**src/rtl/bcd_updown_counter_if.sv**
```systemverilog
// Control and status bundle for bcd_updown_counter: count/load controls in, BCD count and flags out.
interface bcd_updown_counter_if #(
    parameter int DIGITS = 3
);
    // en and load are level-sampled on every rising clk edge; there is no back-pressure.
    logic                  en;
    logic                  up;
    logic                  load;
    logic [4*DIGITS-1:0]   load_val;
    logic [4*DIGITS-1:0]   cnt;
    logic                  tc;
    logic                  co;
    logic                  load_err;

    modport master (
        output en, up, load, load_val,
        input  cnt, tc, co, load_err
    );

    modport slave (
        input  en, up, load, load_val,
        output cnt, tc, co, load_err
    );
endinterface

```
**src/rtl/bcd_updown_counter.sv**
```systemverilog
// Multi-digit 8421-BCD up/down counter with validated parallel load and carry/borrow pulse.
// Define BCD_CNT_SAT_EN for saturating mode (no wrap, co tied low).
module bcd_updown_counter #(
    parameter int DIGITS = 3
) (
    input  logic                    clk,
    input  logic                    rst,
    bcd_updown_counter_if.slave     bus
);
    localparam int W = 4 * DIGITS;

    logic [W-1:0] cnt_q, cnt_d;
    logic         co_q, co_d;
    logic         load_err_q, load_err_d;

    logic [W-1:0] cnt_step;
    logic         chain_en;
    logic         all9;
    logic         all0;
    logic         load_ok;
    logic         wrap;

    // Digit k steps only when every lower digit is at its turnover value.
    always_comb begin
        cnt_step = cnt_q;
        chain_en = bus.en;
        all9     = 1'b1;
        all0     = 1'b1;
        load_ok  = 1'b1;
        for (int k = 0; k < DIGITS; k++) begin
            if (chain_en) begin
                if (bus.up) begin
                    cnt_step[4*k +: 4] = (cnt_q[4*k +: 4] == 4'd9) ? 4'd0 : cnt_q[4*k +: 4] + 4'd1;
                end else begin
                    cnt_step[4*k +: 4] = (cnt_q[4*k +: 4] == 4'd0) ? 4'd9 : cnt_q[4*k +: 4] - 4'd1;
                end
            end
            chain_en = chain_en & (bus.up ? (cnt_q[4*k +: 4] == 4'd9) : (cnt_q[4*k +: 4] == 4'd0));
            all9     = all9 & (cnt_q[4*k +: 4] == 4'd9);
            all0     = all0 & (cnt_q[4*k +: 4] == 4'd0);
            load_ok  = load_ok & (bus.load_val[4*k +: 4] <= 4'd9);
        end
        wrap = bus.en & (bus.up ? all9 : all0);
    end

    always_comb begin
        cnt_d      = cnt_q;
        co_d       = 1'b0;
        load_err_d = 1'b0;
        if (bus.load) begin
            if (load_ok) begin
                cnt_d = bus.load_val;
            end else begin
                load_err_d = 1'b1;
            end
        end else if (bus.en) begin
`ifdef BCD_CNT_SAT_EN
            if (!wrap) begin
                cnt_d = cnt_step;
            end
`else
            cnt_d = cnt_step;
            co_d  = wrap;
`endif
        end
    end

    always_ff @(posedge clk) begin
        if (rst) begin
            cnt_q      <= '0;
            co_q       <= 1'b0;
            load_err_q <= 1'b0;
        end else begin
            cnt_q      <= cnt_d;
            co_q       <= co_d;
            load_err_q <= load_err_d;
        end
    end

    assign bus.cnt      = cnt_q;
    assign bus.tc       = bus.up ? all9 : all0;
    assign bus.co       = co_q;
    assign bus.load_err = load_err_q;
endmodule

```
**src/flat_wrapper.sv**
```systemverilog
// flat-port wrapper written by rule: the top's interface ports become plain ports
module bcd_updown_counter_flat 
#(
    parameter int DIGITS = 3
)
  (clk, rst, bus_en, bus_up, bus_load, bus_load_val, bus_cnt, bus_tc, bus_co, bus_load_err);
  bcd_updown_counter_if #(.DIGITS(DIGITS)) bus_i ();
  input  logic clk;
  input  logic rst;
  input wire logic [$bits(bus_i.en)-1:0] bus_en;
  input wire logic [$bits(bus_i.up)-1:0] bus_up;
  input wire logic [$bits(bus_i.load)-1:0] bus_load;
  input wire logic [$bits(bus_i.load_val)-1:0] bus_load_val;
  output wire logic [$bits(bus_i.cnt)-1:0] bus_cnt;
  output wire logic [$bits(bus_i.tc)-1:0] bus_tc;
  output wire logic [$bits(bus_i.co)-1:0] bus_co;
  output wire logic [$bits(bus_i.load_err)-1:0] bus_load_err;
  assign bus_i.en = bus_en;
  assign bus_i.up = bus_up;
  assign bus_i.load = bus_load;
  assign bus_i.load_val = bus_load_val;
  assign bus_cnt = bus_i.cnt;
  assign bus_tc = bus_i.tc;
  assign bus_co = bus_i.co;
  assign bus_load_err = bus_i.load_err;
  bcd_updown_counter #(.DIGITS(DIGITS)) u_core (.clk(clk), .rst(rst), .bus(bus_i));
endmodule
```
**config.mk**
```make
export PLATFORM = sky130hd
export DESIGN_NAME = bcd_updown_counter_flat
export DESIGN_NICKNAME = d
export VERILOG_FILES = /design/src/rtl/bcd_updown_counter_if.sv /design/src/rtl/bcd_updown_counter.sv /design/src/flat_wrapper.sv
export SDC_FILE = /design/constraint.sdc
export NUM_CORES = 1
export LEC_CHECK = 0
export ABC_AREA = 1
export CAP_MARGIN = 20
export CORE_UTILIZATION = 32
export CTS_BUF_LIST = sky130_fd_sc_hd__clkbuf_4 sky130_fd_sc_hd__clkbuf_8
export CTS_CLUSTER_SIZE = 12
export DETAILED_ROUTE_END_ITERATION = 16
export SYNTH_ARGS = -nofsm -noshare
export SYNTH_HDL_FRONTEND = slang
export SYNTH_SLANG_ARGS = --single-unit
```
**constraint.sdc**
```tcl
create_clock -name clk -period 1.6 [get_ports clk]
set_input_delay 0.32 -clock clk [delete_from_list [all_inputs] [get_ports clk]]
set_output_delay 0.32 -clock clk [all_outputs]
set_load 0.01 [all_outputs]
```
==> results of run 1 <==
synthesized netlist by cell type (3+ instances only):
master / n / area share [%]
dfxtp_1: 14 / 23
nand3_1: 17 / 7.1
o21ai_1: 9 / 3.7
inv_2: 3 / 0.94
a21oi_1: 10 / 4.2
nand2_2: 3 / 1.6
nand2_1: 68 / 21
nor2_1: 26 / 8.1
nor2_2: 5 / 2.6
o21ai_0: 15 / 6.2
inv_1: 17 / 5.3
nand2_4: 3 / 2.8
repair_timing:
item / in CTS / in global routing
pin swaps: 2 / 9
setup buffers: 6 / 3
gates resized for setup: 23 / 21
setup endpoints to repair: 10 / 15
gates cloned: 0 / 0
registers in the layout, indices dropped and copies added (netlist names):
| name | flops |
|---|---|
| u_core.bus.co | 1 |
| u_core.bus.cnt | 12 |
| u_core.bus.load_err | 1 |
how the worst max path moves through the flow:
stage | startpoint | endpoint | slack, ns | cells past startpoint
5_1_grt | u_core.bus.cnt[5]$_SDFFE_PP0P_ | bus_tc | -0.05 | 6
2_1_floorplan | u_core.bus.cnt[3]$_SDFFE_PP0P_ | bus_tc | 0.34 | 6
6_report | u_core.bus.cnt[5]$_SDFFE_PP0P_ | bus_tc | 0.05 | 6
3_5_place_dp | bus_up | bus_tc | -0.26 | 5
3_3_place_gp | bus_up | bus_tc | -0.23 | 5
4_1_cts | u_core.bus.cnt[8]$_SDFFE_PP0P_ | bus_tc | -0.05 | 6
per-layer routing:
layer / global-route usage, % / vias to the layer above / routed length [microns]
li1: - / 823 / -
met2: 36.57 / 32 / 1832
met4: 6.250 / 0 / 51
met1: 23.75 / 690 / 1696
met5: 0 / - / 0
met3: 4.529 / 6 / 142
worst reg2reg max path, stage by stage, from the launching register on:
cell and delay (ns):
dfxtp_4 0.38, nor2_4 0.05, buf_6 0.11, buf_4 0.12
buf_4 0.12, buf_4 0.12, nand2_2 0.05, nand3_2 0.07
o21ai_2 0.07, nand2_1 0.07, nand2_1 0.07, nor2_1 0.04
nor2_1 0.08
power by group through the flow:
stage	combinational (mW)	sequential [mW]	clock, mW
floorplan	0.273	0.436	0
global placement	0.579	0.415	0
detailed placement	0.580	0.415	0
CTS	0.618	0.414	0.366
global route	0.704	0.420	0.384
finish	0.634	0.416	0.362
kinds of logic after synthesis:
logic type | count (synthesis)
flip-flops | 14
AND/OR/NAND/NOR | 133
AO/OA/AOI/OAI | 35
buffers and inverters | 27
cell type report:
cell class	instances	area, sq um	area share [%]
Sequential cell	14	302.8	14.78
Clock buffer	4	55.05	2.688
Inverter	21	78.83	3.849
Multi-Input combinational cell	168	857.1	41.84
Tap cell	46	57.56	2.810
Timing Repair Buffer	78	696.9	34.03
through the flow:
| step | instances | instance area (sq um) | setup TNS [ns] | hold WS [ns] |
|---|---|---|---|---|
| 6_report | 331 | 2048 | 0 | 0.5883 |
| 5_1_grt | 331 | 2048 | -0.06118 | 0.6497 |
| 4_1_cts | 330 | 1982 | -0.08390 | 0.5840 |
| 3_5_place_dp | 320 | 1848 | -1.585 | 0.6007 |
| 3_3_place_gp | 320 | 1848 | -1.403 | 0.5925 |
| 2_1_floorplan | 209 | 1204 | 0 | 0.5156 |
==> flow_metrics.tcl, run 1 <==
set metrics [dict create \
    fin_crit_ns 1.554 \
    grt_pass1_vias 1535 \
    netlist_instances 209 \
    hp-start "u_core.bus.cnt[2]$_SDFFE_PP0P_" \
    critPathKind "reg -> out" \
    powerDensity_nw_per_um2 689.0 \
    maxCapViolations 0 \
    min_to "u_core.bus.cnt[2]$_SDFFE_PP0P_" \
    numCtsBuffers 3 \
    swShare_pct 34.44 \
    async_flop_share_pct 0 \
    ys_warn_count 0 \
    peakVddDrop_mv 0.5535 \
    clock_sinks 14 \
    drt_iter0_drc 93 \
    path_cells "nor2_4 -> nand3_2 -> nor2_2 -> nand3_1 -> nand2_1 -> buf_2" \
    finalHoldViolations 0 \
    worstHoldPathCells 2 \
    synth-seq-area-share_pct 23.28 \
    grt_remaining_overflow 0 \
    critPathLaunchType "register" \
    max_stage_delay_ns 0.37 \
    power_frac_seq_pct 29.5 \
    fp.dieW_microns 63.33 \
    yosys.area_share.adder_pct 0 \
    arrival_ns 1.23 \
    place_congestion 0.9087 \
    setup_ws_ns 0.04554 \
    finalMaxSlewViolations 0 \
    root_buffer "clkbuf_8" \
    run_status "completed" \
    hold_buffers 0 \
    fillers 354 \
    slew_headroom_pct 82.44 \
    cp-end-kind "output pin" \
    cts_tree "done" \
    crit_family "simple AND/OR/NAND/NOR gates" \
    initial_utilization_pct 34.70 \
    path_max_fanout 3 \
    clk_path_buf_depth 2 \
    grt_max_degree 15 \
    drt-wirelength-per-cell_microns 11.24 \
    rsz0062_at_grt "yes" \
    crit_path_top_delay_cell "dfxtp_4" \
    skew_ns 0.003271 \
    synthMuxAreaShare_pct 0 \
    p_sw_mw 0.4860 \
    io_pins 32 \
    p_comb_share_pct 44.9 \
    tightest_slew_ns 0.2617 \
    p_total_mw 1.411 \
    r2r-start "u_core.bus.cnt[5]$_SDFFE_PP0P_" \
    synth_xor_xnor_area_share_pct 0 \
    hp-class "reg -> reg" \
    synth_top_family_by_area "simple AND/OR/NAND/NOR gates" \
    reg2reg_to "u_core.bus.cnt[5]$_SDFFE_PP0P_" \
    clk_latency_ns 0.25 \
    core_sq_um 3468 \
    portBuffers 31 \
    post-dp-hpwl_mm 2.807 \
    synth_compound_area_share_pct 14.86 \
    rows 21 \
    clockPowerShare_pct 25.6 \
    area_growth_pct 70.17 \
    drt_pass1_iterations 4 \
    rr_worst_depth 12 \
    syn-cell-area_sq_um 1204 \
    yosys_register_bits 14 \
    drive_gt1_share_pct 32.28 \
    fmax_mhz 643.3 \
    post-place-ws_ns -0.2571 \
    dieArea_sq_um 4011 \
    final_common_cell "nand2_1" \
    crit_buf_inv 1 \
    vias 1551 \
    grt_pass1_wl_mm 6.561 \
    fin_util_pct 59.05 \
    synth_cell_types 26 \
    synthesis.nets 226 \
    antennaDiodeCount 0 \
    synth_edf_count 0 \
    ant_nets 0 \
    internal_power_mw 0.9251 \
    h-tree-depth 1 \
    via_per_inst 4.686 \
    grt.total_usage_pct 20.41 \
    synth_ff_type "dfxtp_1" \
    mostFrequentLayoutCells "66 x nand2_1, 45 x buf_4, 23 x nor2_1" \
    antenna_found_initial 0 \
    finalCritPeriodShare_pct 97.15 \
    yosys.area_share.simple_pct 52.29 \
    setup_viol_count_final 0 \
    wirelength_mm 3.722 \
    reg2reg_slack_ns 0.19 \
    required_ns 1.28 \
    fin_nets 303 \
    leakage_nw 1.157 \
    clk_pin_slew_ns 0.07 \
    die_h_microns 63.33 \
    postSynthAreaPerCell_sq_um 5.759 \
    drcViolationCount 0 \
]
No activity file was read; power rests on OpenSTA's default activity.
==> inputs of run 2 (changes only) <==
- CORE_ASPECT_RATIO: unset -> 2
==> run 2 against run 1 <==
Effect of this change:
- global-route usage is 1.2 points higher
- cell count is 0.30% lower
- total power is 5.1% lower
- largest cell class unchanged
- critical endpoint is now bus_cnt[6]
==> flow_metrics.tcl, run 2 (same netlist as run 1, synthesis figures left out) <==
set metrics [dict create \
    dp.cells 326 \
    place_congestion 0.9154 \
    mostFrequentLayoutCells "67 x nand2_1, 43 x buf_4, 20 x nor2_1" \
    initial_utilization_pct 33.37 \
    grt_remaining_overflow 0 \
    internal_power_mw 0.8607 \
    p_comb_share_pct 46.5 \
    grt_pass1_wl_mm 6.375 \
    swShare_pct 35.71 \
    clock_sinks 14 \
    finalHoldViolations 0 \
    r2r-start "u_core.bus.cnt[4]$_SDFFE_PP0P_" \
    critPathLaunch "u_core.bus.cnt[6]$_SDFFE_PP0P_" \
    p_sw_mw 0.4780 \
    powerDensity_nw_per_um2 658.0 \
    via_per_inst 4.767 \
    fin_nets 300 \
    drt_pass1_iterations 4 \
    path_cells "buf_4 -> clkdlybuf4s50_1" \
    fillers 365 \
    h-tree-depth 1 \
    cts_tree "done" \
    fmax_mhz 633.1 \
    numCtsBuffers 3 \
    antennaDiodeCount 0 \
    vias 1573 \
    portBuffers 31 \
    final_common_cell "nand2_1" \
    die_h_microns 88.74 \
    run_status "completed" \
    slew_headroom_pct 70.52 \
    hold_buffers 0 \
    drive_gt1_share_pct 32.38 \
    arrival_ns 1.26 \
    fin_crit_ns 1.579 \
    finalCritPeriodShare_pct 98.72 \
    drt-wirelength-per-cell_microns 11.54 \
    tightest_slew_ns 0.4417 \
    leakage_nw 1.133 \
    grt.total_usage_pct 21.62 \
    placed_cell_area_sq_um 1874 \
    path_max_fanout 4 \
    io_pins 32 \
    critPathCapture "bus_cnt[6]" \
    largest_reg_flops 12 \
    dieArea_sq_um 4025 \
    peakVddDrop_mv 0.5225 \
    power_frac_seq_pct 31.1 \
    final_cells 330 \
    root_buffer "clkbuf_8" \
    antenna_found_initial 0 \
    crit_path_top_delay_cell "clkdlybuf4s50_1" \
    core_sq_um 3607 \
    rr_worst_depth 9 \
    area_growth_pct 69.02 \
    reg2reg_to "u_core.bus.cnt[8]$_SDFFE_PP0P_" \
    grt_max_degree 15 \
    wirelength_mm 3.807 \
    regArea_sq_um 301.5 \
    hp-class "in -> reg" \
    critPathLaunchType "register" \
    required_ns 1.28 \
    reg2reg_slack_ns 0.20 \
    drcViolationCount 0 \
    ant_nets 0 \
    clockPowerShare_pct 22.4 \
    p_total_mw 1.339 \
    critPathKind "reg -> out" \
    max_stage_delay_ns 0.52 \
    grt_pass1_vias 1532 \
    clk_pin_slew_ns 0.06 \
    rows 31 \
    clk_latency_ns 0.25 \
    cp-end-kind "output pin" \
    clk_path_buf_depth 2 \
    fp.dieW_microns 45.37 \
    finalMaxSlewViolations 0 \
    multi_input_area_sq_um 875.8 \
    maxCapViolations 0 \
    drt_iter0_drc 31 \
    rsz0062_at_grt "yes" \
    skew_ns 0.0007153 \
    stdcell_area_sq_um 2034 \
    setup_viol_count_final 0 \
    post-dp-hpwl_mm 3.083 \
    setup_tns_ns 0 \
]
-- run 2: stage by stage --
stage | utilization (%) | hold slack (ns) | setup WS (ns)
after floorplan | - | 0.5156 | 0.3357
after global placement | 51.96 | 0.5828 | -0.2921
after detailed placement | 51.96 | 0.5804 | -0.3198
after CTS | 54.08 | 0.5677 | -0.04361
after global routing | 56.40 | 0.4987 | -0.03563
final | 56.40 | 0.4285 | 0.02052
-- run 2: cell type report --
type	count	share of cell area [%]
Clock buffer	3	2.030
Multi-Input combinational cell	168	43.05
Tap cell	49	3.014
Sequential cell	14	14.82
Inverter	21	3.875
Timing Repair Buffer	75	33.21
-- run 2: worst min path at each step --
stage | startpoint | endpoint | cells after the start | slack [ns]
global route | bus_load_val[2] | u_core.bus.cnt[2]$_SDFFE_PP0P_ | 5 | 0.50
detailed placement | u_core.bus.cnt[5]$_SDFFE_PP0P_ | u_core.bus.cnt[5]$_SDFFE_PP0P_ | 2 | 0.58
floorplan | rst | u_core.bus.cnt[0]$_SDFFE_PP0P_ | 3 | 0.52
global placement | u_core.bus.cnt[5]$_SDFFE_PP0P_ | u_core.bus.cnt[5]$_SDFFE_PP0P_ | 2 | 0.58
CTS | u_core.bus.cnt[5]$_SDFFE_PP0P_ | u_core.bus.cnt[5]$_SDFFE_PP0P_ | 2 | 0.57
finish | bus_load_val[1] | u_core.bus.cnt[1]$_SDFFE_PP0P_ | 5 | 0.43
-- run 2: layer usage --
metal	global-route usage, %	wire (microns)
met5	0	0
met4	14.05	177
met3	2.245	74
met2	40.32	2191
met1	21.09	1363
-- run 2: critical path, delay by kind of cell, from the launching register on --
family | cells | cell delay, ns
buf+inv | 2 | 0.64
flops | 1 | 0.37
-- run 2: power groups by stage --
stage	combinational [mW]	sequential (mW)	clock, mW
after floorplan	0.273	0.436	0
after global placement	0.589	0.417	0
after detailed placement	0.592	0.417	0
after CTS	0.600	0.415	0.307
after global routing	0.696	0.421	0.325
final	0.622	0.417	0.300
-- run 2: what timing repair did --
item | in CTS | in global routing
setup buffers | 1 | 0
pin swaps | 4 | 9
gates resized for setup | 19 | 29
cloned | 0 | 0
endpoints found under the setup margin | 9 | 21
